===== src/rtl/color_detect.sv =====
// rtl/color_detect.sv - per-frame dominant color detector for RGB332 pixel streams
//
// Purpose:
//   Watches the capture stage's pixel strobe, classifies every pixel of a frame
//   as red, green, blue or unclassified, and at frame end publishes the class
//   counts plus the winning color through a valid/acknowledge result register.
//
// Ports:
//   pclk         in   sole clock, rising edge
//   rst          in   synchronous active-high reset
//   vsync        in   camera frame sync, high between frames
//   px_wr        in   one-cycle strobe per captured pixel
//   mem_px_addr  in   pixel address accompanying px_wr (monitored only)
//   mem_px_data  in   RGB332 pixel: R=[7:5], G=[4:2], B=[1:0]
//   res_ack      in   consumer acknowledge of the current result
//   res_valid    out  result registers hold an unacknowledged frame result
//   res_color    out  0 none, 1 red, 2 green, 3 blue
//   res_cnt_r/g/b out per-class pixel counts of the last frame
//   overrun      out  sticky: a result was overwritten before acknowledge
//
// Configuration:
//   COLOR_DETECT_ROI_EN  when defined, only pixels inside the ROI_* window are
//                        classified; the frame pixel counter still sees all.

module color_detect #(
  parameter int AW      = 17,
  parameter int NPIX    = 19200,
  parameter int HRES    = 160,
  parameter int MIN_CNT = 64,
  parameter int ROI_X0  = 40,
  parameter int ROI_X1  = 119,
  parameter int ROI_Y0  = 30,
  parameter int ROI_Y1  = 89
) (
  input  logic          pclk,
  input  logic          rst,
  input  logic          vsync,
  input  logic          px_wr,
  input  logic [AW-1:0] mem_px_addr,
  input  logic [7:0]    mem_px_data,
  input  logic          res_ack,
  output logic          res_valid,
  output logic [1:0]    res_color,
  output logic [14:0]   res_cnt_r,
  output logic [14:0]   res_cnt_g,
  output logic [14:0]   res_cnt_b,
  output logic          overrun
);

  localparam int NROW = (NPIX + HRES - 1) / HRES;
  localparam int PW   = $clog2(NPIX + 1);
  localparam int CW   = (HRES > 1) ? $clog2(HRES) : 1;
  // One extra row of headroom: the row counter steps past the last row on
  // the final pixel of a full frame.
  localparam int RW   = $clog2(NROW + 1);

  localparam logic [PW-1:0] NPIX_C   = PW'(NPIX);
  localparam logic [CW-1:0] COL_LAST = CW'(HRES - 1);
  localparam logic [14:0]   MIN_C    = 15'(MIN_CNT);
  localparam logic [14:0]   CNT_MAX  = 15'h7FFF;

  typedef enum logic [1:0] {
    ST_IDLE   = 2'd0,
    ST_ACCUM  = 2'd1,
    ST_DECIDE = 2'd2
  } state_t;

  state_t         state_q, state_d;
  logic           vsync_prev_q, vsync_prev_d;
  logic [PW-1:0]  pix_cnt_q, pix_cnt_d;
  logic [CW-1:0]  col_q, col_d;
  logic [RW-1:0]  row_q, row_d;
  logic [14:0]    acc_r_q, acc_r_d;
  logic [14:0]    acc_g_q, acc_g_d;
  logic [14:0]    acc_b_q, acc_b_d;

  logic           res_valid_q, res_valid_d;
  logic [1:0]     res_color_q, res_color_d;
  logic [14:0]    res_cnt_r_q, res_cnt_r_d;
  logic [14:0]    res_cnt_g_q, res_cnt_g_d;
  logic [14:0]    res_cnt_b_q, res_cnt_b_d;
  logic           overrun_q, overrun_d;

  logic           vs_fall, vs_rise;
  logic           is_red, is_green, is_blue;
  logic           in_roi;
  logic [1:0]     win_color;
  logic [14:0]    win_cnt;
  logic           last_px;

  assign vs_fall = vsync_prev_q & ~vsync;
  assign vs_rise = ~vsync_prev_q & vsync;

  // A pixel belongs to a class only when that channel's MSB is set and the
  // other two channel MSBs are clear.
  assign is_red   = mem_px_data[7] & ~mem_px_data[4] & ~mem_px_data[1];
  assign is_green = mem_px_data[4] & ~mem_px_data[7] & ~mem_px_data[1];
  assign is_blue  = mem_px_data[1] & ~mem_px_data[7] & ~mem_px_data[4];

`ifdef COLOR_DETECT_ROI_EN
  localparam logic [CW-1:0] ROI_X0_C = CW'(ROI_X0);
  localparam logic [CW-1:0] ROI_X1_C = CW'(ROI_X1);
  localparam logic [RW-1:0] ROI_Y0_C = RW'(ROI_Y0);
  localparam logic [RW-1:0] ROI_Y1_C = RW'(ROI_Y1);

  assign in_roi = (col_q >= ROI_X0_C) && (col_q <= ROI_X1_C) &&
                  (row_q >= ROI_Y0_C) && (row_q <= ROI_Y1_C);
`else
  assign in_roi = 1'b1;
`endif

  // The address bus and the low channel bits carry no information for the
  // classifier; ROI bounds are folded in so every build references them.
  logic unused_ok;
  assign unused_ok = ^{mem_px_addr, mem_px_data[6:5], mem_px_data[3:2],
                       mem_px_data[0], 32'(ROI_X0), 32'(ROI_X1),
                       32'(ROI_Y0), 32'(ROI_Y1)};

  function automatic logic [14:0] sat_inc(input logic [14:0] v);
    return (v == CNT_MAX) ? v : v + 15'd1;
  endfunction

  // Winner selection: ">=" comparisons give red priority over green, and
  // green over blue, when counts tie.
  always_comb begin
    win_color = 2'd0;
    win_cnt   = 15'd0;
    if ((acc_r_q >= acc_g_q) && (acc_r_q >= acc_b_q)) begin
      win_color = 2'd1;
      win_cnt   = acc_r_q;
    end else if (acc_g_q >= acc_b_q) begin
      win_color = 2'd2;
      win_cnt   = acc_g_q;
    end else begin
      win_color = 2'd3;
      win_cnt   = acc_b_q;
    end
  end

  assign last_px = px_wr && ((pix_cnt_q + PW'(1)) == NPIX_C);

  always_comb begin
    state_d      = state_q;
    vsync_prev_d = vsync;
    pix_cnt_d    = pix_cnt_q;
    col_d        = col_q;
    row_d        = row_q;
    acc_r_d      = acc_r_q;
    acc_g_d      = acc_g_q;
    acc_b_d      = acc_b_q;
    res_valid_d  = res_valid_q;
    res_color_d  = res_color_q;
    res_cnt_r_d  = res_cnt_r_q;
    res_cnt_g_d  = res_cnt_g_q;
    res_cnt_b_d  = res_cnt_b_q;
    overrun_d    = overrun_q;

    // Acknowledge of a held result; a new result in DECIDE takes precedence.
    if (res_ack && res_valid_q) begin
      res_valid_d = 1'b0;
      overrun_d   = 1'b0;
    end

    case (state_q)
      ST_IDLE: begin
        if (vs_fall) begin
          pix_cnt_d = '0;
          col_d     = '0;
          row_d     = '0;
          acc_r_d   = '0;
          acc_g_d   = '0;
          acc_b_d   = '0;
          state_d   = ST_ACCUM;
        end
      end

      ST_ACCUM: begin
        if (px_wr) begin
          pix_cnt_d = pix_cnt_q + PW'(1);
          if (col_q == COL_LAST) begin
            col_d = '0;
            row_d = row_q + RW'(1);
          end else begin
            col_d = col_q + CW'(1);
          end
          if (in_roi) begin
            if (is_red)   acc_r_d = sat_inc(acc_r_q);
            if (is_green) acc_g_d = sat_inc(acc_g_q);
            if (is_blue)  acc_b_d = sat_inc(acc_b_q);
          end
        end
        if (last_px || vs_rise) begin
          state_d = ST_DECIDE;
        end
      end

      ST_DECIDE: begin
        res_cnt_r_d = acc_r_q;
        res_cnt_g_d = acc_g_q;
        res_cnt_b_d = acc_b_q;
        res_color_d = (win_cnt >= MIN_C) ? win_color : 2'd0;
        res_valid_d = 1'b1;
        // Overwriting an unacknowledged result flags overrun, unless the
        // consumer acknowledges the old one in this very cycle.
        if (res_valid_q) begin
          overrun_d = res_ack ? 1'b0 : 1'b1;
        end
        state_d = ST_IDLE;
      end

      default: begin
        state_d = ST_IDLE;
      end
    endcase
  end

  always_ff @(posedge pclk) begin
    if (rst) begin
      state_q      <= ST_IDLE;
      vsync_prev_q <= 1'b0;
      pix_cnt_q    <= '0;
      col_q        <= '0;
      row_q        <= '0;
      acc_r_q      <= '0;
      acc_g_q      <= '0;
      acc_b_q      <= '0;
      res_valid_q  <= 1'b0;
      res_color_q  <= 2'd0;
      res_cnt_r_q  <= '0;
      res_cnt_g_q  <= '0;
      res_cnt_b_q  <= '0;
      overrun_q    <= 1'b0;
    end else begin
      state_q      <= state_d;
      vsync_prev_q <= vsync_prev_d;
      pix_cnt_q    <= pix_cnt_d;
      col_q        <= col_d;
      row_q        <= row_d;
      acc_r_q      <= acc_r_d;
      acc_g_q      <= acc_g_d;
      acc_b_q      <= acc_b_d;
      res_valid_q  <= res_valid_d;
      res_color_q  <= res_color_d;
      res_cnt_r_q  <= res_cnt_r_d;
      res_cnt_g_q  <= res_cnt_g_d;
      res_cnt_b_q  <= res_cnt_b_d;
      overrun_q    <= overrun_d;
    end
  end

  assign res_valid = res_valid_q;
  assign res_color = res_color_q;
  assign res_cnt_r = res_cnt_r_q;
  assign res_cnt_g = res_cnt_g_q;
  assign res_cnt_b = res_cnt_b_q;
  assign overrun   = overrun_q;

endmodule

===== config.mk =====
export PLATFORM = sky130hd
export DESIGN_NAME = color_detect
export DESIGN_NICKNAME = d
export VERILOG_FILES = /design/src/rtl/color_detect.sv
export SDC_FILE = /design/constraint.sdc
export NUM_CORES = 1
export LEC_CHECK = 0
export BUFFER_PORTS_ARGS = -buffer_cell sky130_fd_sc_hd__buf_2
export CORE_ASPECT_RATIO = 2
export CORE_MARGIN = 2
export CORE_UTILIZATION = 63
export CTS_CLUSTER_DIAMETER = 40
export DETAILED_ROUTE_END_ITERATION = 6
export GPL_TIMING_DRIVEN = 0
export PLACE_DENSITY = 0.95
export SLEW_MARGIN = 30
export SYNTH_ARGS = -nofsm -noshare
export SYNTH_HDL_FRONTEND = slang
export SYNTH_SLANG_ARGS = --single-unit

===== constraint.sdc =====
create_clock -name pclk -period 4.04 [get_ports pclk]
set_clock_uncertainty 0.1 [all_clocks]
set_input_delay 0.808 -clock pclk [delete_from_list [all_inputs] [get_ports pclk]]
set_output_delay 0.808 -clock pclk [all_outputs]
set_load 0.05 [all_outputs]

==> results of run 1 <==
==> worst register-to-register path, delay by kind of cell, from the launching register on <==
family                 cells  cell delay, ns
flip-flops                 1            0.37
buffers and inverters      2            1.20
AND/OR/NAND/NOR            4            0.89
AO/OA/AOI/OAI              1            0.42
==> layout by cell type, fill, tap and decap left out, types with 11 or more instances in the layout <==
cell      netlist  routed
a21oi_1        85      85
nand2_1       120     120
clkbuf_1       27      28
xnor2_1        28      28
nor2_1         70      70
nand3_1        22      22
nand4_1        22      22
nor3_1         13      13
ha_1           50      50
dfxtp_1       112     112
inv_1          32      32
o21ai_0        11      11
buf_2           6      61
a211oi_1       15      15
==> registers in the layout, indices dropped and copies added, names as in the netlist, named ones only <==
signal / count
acc_r_q: 15
res_color: 2
res_valid: 1
acc_b_q: 15
res_cnt_g: 15
state_q: 2
res_cnt_b: 15
acc_g_q: 15
pix_cnt_q: 15
res_cnt_r: 15
vsync_prev_q: 1
==> power by group through the flow <==
stage	Clock (mW)	Combinational [mW]	Sequential, mW
6_report	0.858	0.0949	1.11
5_1_grt	0.894	0.101	1.11
4_1_cts	0.859	0.0913	1.11
3_5_place_dp	0	0.0907	1.13
3_3_place_gp	0	0.0885	1.13
2_1_floorplan	0	0.0565	1.13
==> cells by family after synthesis <==
family          share of synthesized area
mux                               0.00532
buf+inv                            0.0473
simple gates                        0.229
xor+xnor                           0.0487
fa+ha+maj                           0.102
flops                               0.367
compound gates                      0.200
==> per-layer routing <==
| layer | vias up | track usage |
|---|---|---|
| met5 | - | 0 |
| met2 | 295 | 0.598 |
| met1 | 2754 | 0.345 |
| li1 | 2789 | - |
| met4 | 0 | 0.328 |
| met3 | 112 | 0.0652 |
==> worst max path at each step <==
stage          slack (ns)           start                        to  depth (start not counted)
2_1_floorplan        1.42           vsync  acc_r_q[12]$_SDFFE_PP0P_                          7
3_3_place_gp         0.61           vsync  acc_b_q[12]$_SDFFE_PP0P_                          8
3_5_place_dp         0.57  mem_px_data[4]  acc_b_q[11]$_SDFFE_PP0P_                          6
4_1_cts              0.93  mem_px_data[4]   acc_b_q[9]$_SDFFE_PP0P_                          6
5_1_grt              0.69           vsync   acc_g_q[5]$_SDFFE_PP0P_                          8
6_report             0.76           vsync   acc_g_q[4]$_SDFFE_PP0P_                          8
==> area by class of cell <==
type / instances / area [sq um] / share of cell area
tap: 104 / 130 / 0.0191
clock buffer: 11 / 243 / 0.0357
inverter: 32 / 120 / 0.0177
buffer: 39 / 169 / 0.0248
multi-input combinational: 568 / 3590 / 0.527
timing repair buffer: 55 / 275 / 0.0405
clock inverter: 5 / 37.5 / 0.00552
sequential: 112 / 2240 / 0.330
==> stage by stage <==
step | worst slack (ns) | cell area (sq um) | util
global placement | 0.611 | 6520 | 0.695
floorplan | 1.42 | 6120 | -
detailed placement | 0.568 | 6520 | 0.695
CTS | 0.929 | 6800 | 0.725
global route | 0.691 | 6800 | 0.725
finish | 0.762 | 6800 | 0.725
==> flow_metrics.py, run 1 <==
metrics = {
    "outcome": {
        "status": "complete, but fails checks",
        "violations": "design-rule violations",
    },
    "cts": {
        "clkSinkCount": 112,
        "cts_max_level": 3,
        "cts_tree": "done",
        "clk_pin_slew_worst_paths_ns": 0.08,
        "post_cts_resize_count": 0,
        "cts_root_buffer": "clkbuf_16",
        "cts_buffer_depth": 2,
        "clk_latency_ns": 0.36,
        "ctsHoldBuffers": 0,
        "cts_buffers": 9,
        "cts_setup_buffers": 0,
    },
    "pwr": {
        "clock_power_share": 0.416,
        "finalPower_mw": 2.06,
        "intPower_mw": 1.57,
        "seqPwrFrac": 0.538,
        "swShare": 0.240,
        "peakVddDrop_mv": 0.241,
        "power_switching_mw": 0.495,
        "cellLeakagePower_nw": 2.58,
        "powerDensity_mw_per_mm2": 303,
        "combinationalPowerShare": 0.046,
    },
    "sta": {
        "finalSetupViolations": 0,
        "worst_hold_slack_ns": 0.354,
        "fin_crit_ns": 3.28,
        "rsz0062_at_grt": "no",
        "hold_viol_final": 0,
        "fmax_mhz": 305,
        "worst_pin_slew_ns": 0.854,
        "finalCritPeriodShare": 0.811,
        "max-slew-margin-rel": 0.430,
        "drv_slew": 0,
        "fin_tns_setup_ns": 0,
    },
    "route": {
        "wl_met2_um": 8880,
        "wl_met1_um": 6030,
        "highest_layer": "met4",
        "met3_length_um": 1140,
        "dr.pass1.iters": 7,
        "wirelength_um": 17700,
        "drc_errors": 5,
        "wl_per_cell_um": 19.1,
        "vias": 5950,
        "drt-initial-drc-count": 480,
        "ant_nets": 0,
        "viasPerCell": 6.43,
    },
    "critical_path": {
        "startpoint_type": "input port",
        "reg2regPathDepth": 7,
        "worst_path_largest_cell_delay_ns": 0.63,
        "worstPathRequired_ns": 4.15,
        "path_class": "in2reg",
        "path_max_fanout": 10,
        "cp_num_buf_inv": 3,
        "cp_top_family": "buffers and inverters",
        "r2r_slack_ns": 0.91,
        "slowest_stage": "buf_1",
        "end_kind": "flop",
        "r2r_start": "state_q[0]$_SDFFE_PP0P_",
        "cp.arrival_ns": 3.39,
        "r2r-end": "acc_g_q[4]$_SDFFE_PP0P_",
        "crit_chain": "buf_2, or3b_4, a21oi_4, nand2_4, nand2b_1, clkbuf_1, buf_1, nor2_1",
    },
    "placement": {
        "routabilityCongestion": 1.02,
        "portBuffers": 55,
        "hpwlAfterDp_um": 13500,
        "dp_cells": 910,
    },
    "global_routing": {
        "grt_max_degree": 19,
        "grt_usage": 0.353,
        "grt_first_pass_wirelength_um": 28500,
        "overflow": 0,
        "first_global_vias": 5994,
        "antenna_found_initial": 0,
    },
    "logic_synthesis": {
        "synth-edff-count": 0,
        "synth_seq_area_share": 0.367,
        "syn_avg_cell_area_sq_um": 8.14,
        "synth_fp_nets": 831,
        "netlist-cell-type-count": 61,
        "ys.flop_type": "dfxtp_1",
        "yosysWarnings": 0,
        "synth_area_leaders": "dfxtp_1 37%, ha_1 10%, nand2_1 7.4%",
        "synth_async_sr_flop_share": 0,
        "synth_commonest_cells": "120 x nand2_1, 112 x dfxtp_1, 85 x a21oi_1",
        "netlist.area_leader.share": 0.367,
        "yosysTopAreaCell": "dfxtp_1",
        "syn_inst": 751,
        "netlist_area_sq_mm": 0.00612,
        "synth_most_common_cell": "nand2_1",
        "yosys_register_bits": 112,
    },
    "finish": {
        "layout-drive-gt1-share": 0.117,
        "nets": 897,
        "diodes": 0,
        "final_cells": 926,
        "n_fill_cell": 713,
        "syn_to_final_growth_pct": 11.2,
    },
    "floorplan": {
        "initial_core_util": 0.652,
        "die_y_um": 143,
        "die_x_um": 73.7,
        "num_rows": 50,
        "num_io_pins": 79,
        "coreArea_sq_mm": 0.00938,
        "dieArea_sq_mm": 0.0106,
    },
    "min_path": {
        "hold_depth": 2,
        "hp-class": "reg2reg",
        "min_from": "res_cnt_r[4]$_SDFFE_PP0P_",
        "hold_end": "res_cnt_r[4]$_SDFFE_PP0P_",
    },
    "job": {
        "maxCapViolCount": 0,
    },
}
(Power assumes the default switching activity.)
==> inputs of run 2 (changes only) <==
--- a/config.mk
+++ b/config.mk
@@ -5,14 +5,15 @@
 export SDC_FILE = /design/constraint.sdc
 export NUM_CORES = 1
 export LEC_CHECK = 0
+export ABC_AREA = 1
 export BUFFER_PORTS_ARGS = -buffer_cell sky130_fd_sc_hd__buf_2
 export CORE_ASPECT_RATIO = 2
 export CORE_MARGIN = 2
-export CORE_UTILIZATION = 63
+export CORE_UTILIZATION = 59
 export CTS_CLUSTER_DIAMETER = 40
 export DETAILED_ROUTE_END_ITERATION = 6
 export GPL_TIMING_DRIVEN = 0
-export PLACE_DENSITY = 0.95
+export PLACE_DENSITY = 0.92
 export SLEW_MARGIN = 30
 export SYNTH_ARGS = -nofsm -noshare
 export SYNTH_HDL_FRONTEND = slang
==> constraint.sdc (replaced) <==
create_clock -name pclk -period 3.09 [get_ports pclk]
set_clock_uncertainty 0.1 [all_clocks]
set_input_delay 0.618 -clock pclk [delete_from_list [all_inputs] [get_ports pclk]]
set_output_delay 0.618 -clock pclk [all_outputs]
set_load 0.05 [all_outputs]
==> run 2 against run 1 <==
  * Cell count is 15% higher
  * Clock power up 41%
  * Synthesized cell count is 14% higher
  * Worst setup slack lost 0.47 ns
  * Hold slack got worse by 0.0058 ns
  * Non-clock buffer count shrank 13
  * Power grew 45%
  * The flow now finishes without violations
  * Via count grew 5.7%
  * Critical path depth rose by 8
  * Final area rose by 2.9%
==> flow_metrics.py, run 2 <==
metrics = {
    "placement": {
        "placed_area_sq_mm": 0.00669,
        "portBuffers": 55,
        "hpwlAfterDp_um": 13800,
        "routabilityCongestion": 1.01,
    },
    "logic_synthesis": {
        "yosysWarnings": 0,
        "synth_commonest_cells": "168 x nand2_1, 112 x dfxtp_1, 108 x a21oi_1",
        "syn_inst": 858,
        "netlist.area_leader.share": 0.359,
        "synth_most_common_cell": "nand2_1",
        "yosys_register_bits": 112,
        "synth_fp_nets": 938,
        "ys.flop_type": "dfxtp_1",
        "netlist_area_sq_mm": 0.00625,
        "synth_async_sr_flop_share": 0,
        "synth_area_leaders": "dfxtp_1 36%, nand2_1 10%, ha_1 10%",
        "synth-edff-count": 0,
        "synth_seq_area_share": 0.359,
        "syn_avg_cell_area_sq_um": 7.28,
        "yosysTopAreaCell": "dfxtp_1",
        "netlist-cell-type-count": 48,
    },
    "cts": {
        "cts_buffers": 9,
        "cts_setup_buffers": 0,
        "clkSinkCount": 112,
        "cts_root_buffer": "clkbuf_16",
        "clk_latency_ns": 0.37,
        "ctsHoldBuffers": 0,
        "cts_buffer_depth": 2,
        "post_cts_resize_count": 0,
        "cts_tree": "done",
        "clk_pin_slew_worst_paths_ns": 0.07,
        "cts_max_level": 3,
    },
    "route": {
        "ant_nets": 0,
        "drc_errors": 0,
        "vias": 6290,
        "wirelength_um": 18600,
        "viasPerCell": 5.90,
        "drt-initial-drc-count": 591,
        "wl_per_cell_um": 17.4,
        "dr.pass1.iters": 6,
    },
    "min_path": {
        "hold_depth": 2,
        "hp-class": "reg2reg",
    },
    "finish": {
        "regArea_sq_mm": 0.00224,
        "final_area_sq_mm": 0.00700,
        "n_fill_cell": 851,
        "final_common_cell": "nand2_1",
        "multi_input_area_sq_mm": 0.00351,
        "layout-drive-gt1-share": 0.139,
        "nets": 1004,
        "syn_to_final_growth_pct": 12.1,
        "mostFrequentLayoutCells": "168 x nand2_1, 112 x dfxtp_1, 108 x a21oi_1",
        "diodes": 0,
    },
    "global_routing": {
        "grt_first_pass_wirelength_um": 29700,
        "overflow": 0,
        "met2_usage": 0.596,
        "grt_usage": 0.334,
        "first_global_vias": 6345,
        "grtUsageMet3": 0.0682,
        "antenna_found_initial": 0,
        "gr-max-usage-layer": "met2",
        "grtUsageMet1": 0.305,
        "grt_max_degree": 20,
    },
    "pwr": {
        "cellLeakagePower_nw": 3.09,
        "powerDensity_mw_per_mm2": 427,
        "peakVddDrop_mv": 0.311,
    },
    "sta": {
        "rsz0062_at_grt": "no",
        "finalSetupViolations": 0,
        "worst_pin_slew_ns": 0.937,
        "hold_viol_final": 0,
        "drv_slew": 0,
        "max-slew-margin-rel": 0.373,
        "fin_tns_setup_ns": 0,
        "finalCritPeriodShare": 0.907,
        "fmax_mhz": 357,
        "fin_crit_ns": 2.80,
    },
    "floorplan": {
        "dieArea_sq_mm": 0.0115,
        "num_rows": 53,
        "coreArea_sq_mm": 0.0104,
        "initial_core_util": 0.600,
        "die_y_um": 150,
        "num_io_pins": 79,
        "die_x_um": 76.8,
    },
    "critical_path": {
        "startpoint_type": "flop",
        "r2r-end": "res_color[1]$_SDFFE_PP0P_",
        "worstPathRequired_ns": 3.22,
        "path_class": "reg2reg",
        "path_max_fanout": 10,
        "reg2regPathDepth": 16,
        "r2r_start": "acc_g_q[13]$_SDFFE_PP0P_",
        "r2r_slack_ns": 0.29,
        "cp.arrival_ns": 2.93,
        "end_kind": "flop",
    },
    "job": {
        "maxCapViolCount": 0,
    },
    "outcome": {
        "status": "finished, final reports clean",
    },
}
## run 2: cell count changes after synthesis, sizes merged, moves of 10 or more
cell | before | now
xnor2 | 28 | 3
o21ai | 11 | 74
nand2b | 10 | 0
inv | 32 | 96
a2111oi | 14 | 0
nand2 | 121 | 176
nor3 | 13 | 25
nand3 | 22 | 43
a21oi | 86 | 110
a211oi | 15 | 3
## run 2: how the worst max path moves through the flow
stage                                end                startpoint  slack, ns  cells past startpoint
5_1_grt        res_color[0]$_SDFFE_PP0P_  acc_g_q[13]$_SDFFE_PP0P_       0.09                     16
3_5_place_dp   res_color[0]$_SDFFE_PP0P_   acc_b_q[6]$_SDFFE_PP0P_       0.54                     15
2_1_floorplan  res_color[1]$_SDFFE_PP0P_   acc_b_q[6]$_SDFFE_PP0P_       0.95                     15
6_report       res_color[1]$_SDFFE_PP0P_  acc_g_q[13]$_SDFFE_PP0P_       0.29                     16
4_1_cts        res_color[1]$_SDFFE_PP0P_  acc_g_q[13]$_SDFFE_PP0P_       0.42                     16
3_3_place_gp   res_color[1]$_SDFFE_PP0P_  acc_g_q[13]$_SDFFE_PP0P_       0.59                     16
## run 2: worst max-delay path, cell delays in order, from the launching register on
cell and delay [ns]:
dfxtp_1 0.43, inv_1 0.19, ha_1 0.34, nand2_1 0.06, nor2_1 0.17, nand2_1 0.13, nor2_1 0.13, nand2_1 0.09
nand3_1 0.15, nand2_2 0.12, buf_4 0.18, a21oi_1 0.16, nand2_1 0.06, nor2_1 0.11, nand2_1 0.09, nand2_1 0.09
a21oi_1 0.06
## run 2: layer usage
layer,vias up,part of all wire
li1,2999,-
met1,2853,0.33
met2,305,0.51
met3,133,0.066
met4,0,0.094
met5,-,0
## run 2: area by class of cell
class                   count  share of cell area
inverters                 100              0.0538
clock buffers               9              0.0322
well taps                 137              0.0245
multi-input cells         620               0.502
repair buffers             55              0.0393
plain buffers              26              0.0163
flip-flops and latches    112               0.320
clock inverters             7              0.0116
## run 2: cells by family (layout without fill, tap and decap cells)
| logic type | after synthesis | count (layout) | share of synthesized area |
|---|---|---|---|
| AOI/OAI and AO/OA | 205 | 205 | 0.175 |
| adders and majority gates | 50 | 50 | 0.100 |
| DFF | 112 | 112 | 0.359 |
| buffers and inverters | 126 | 197 | 0.0785 |
| xor gates and xnor gates | 16 | 16 | 0.0224 |
| and+or+nand+nor | 349 | 349 | 0.264 |
## run 2: per-stage QoR
step / total power [mW] / worst slack, ns / std cells / utilization / hold WS (ns)
CTS: 2.98 / 0.417 / 1066 / 0.672 / 0.351
floorplan: 1.72 / 0.951 / 858 / - / 0.344
detailed placement: 1.80 / 0.543 / 1050 / 0.643 / 0.340
global placement: 1.79 / 0.590 / 1050 / 0.643 / 0.333
finish: 2.99 / 0.287 / 1066 / 0.672 / 0.348
global route: 3.06 / 0.0930 / 1066 / 0.672 / 0.373
## run 2: power by group
group,internal [mW],switching [mW]
clock network,0.637,0.574
logic,0.0737,0.219
registers,1.47,0.0162
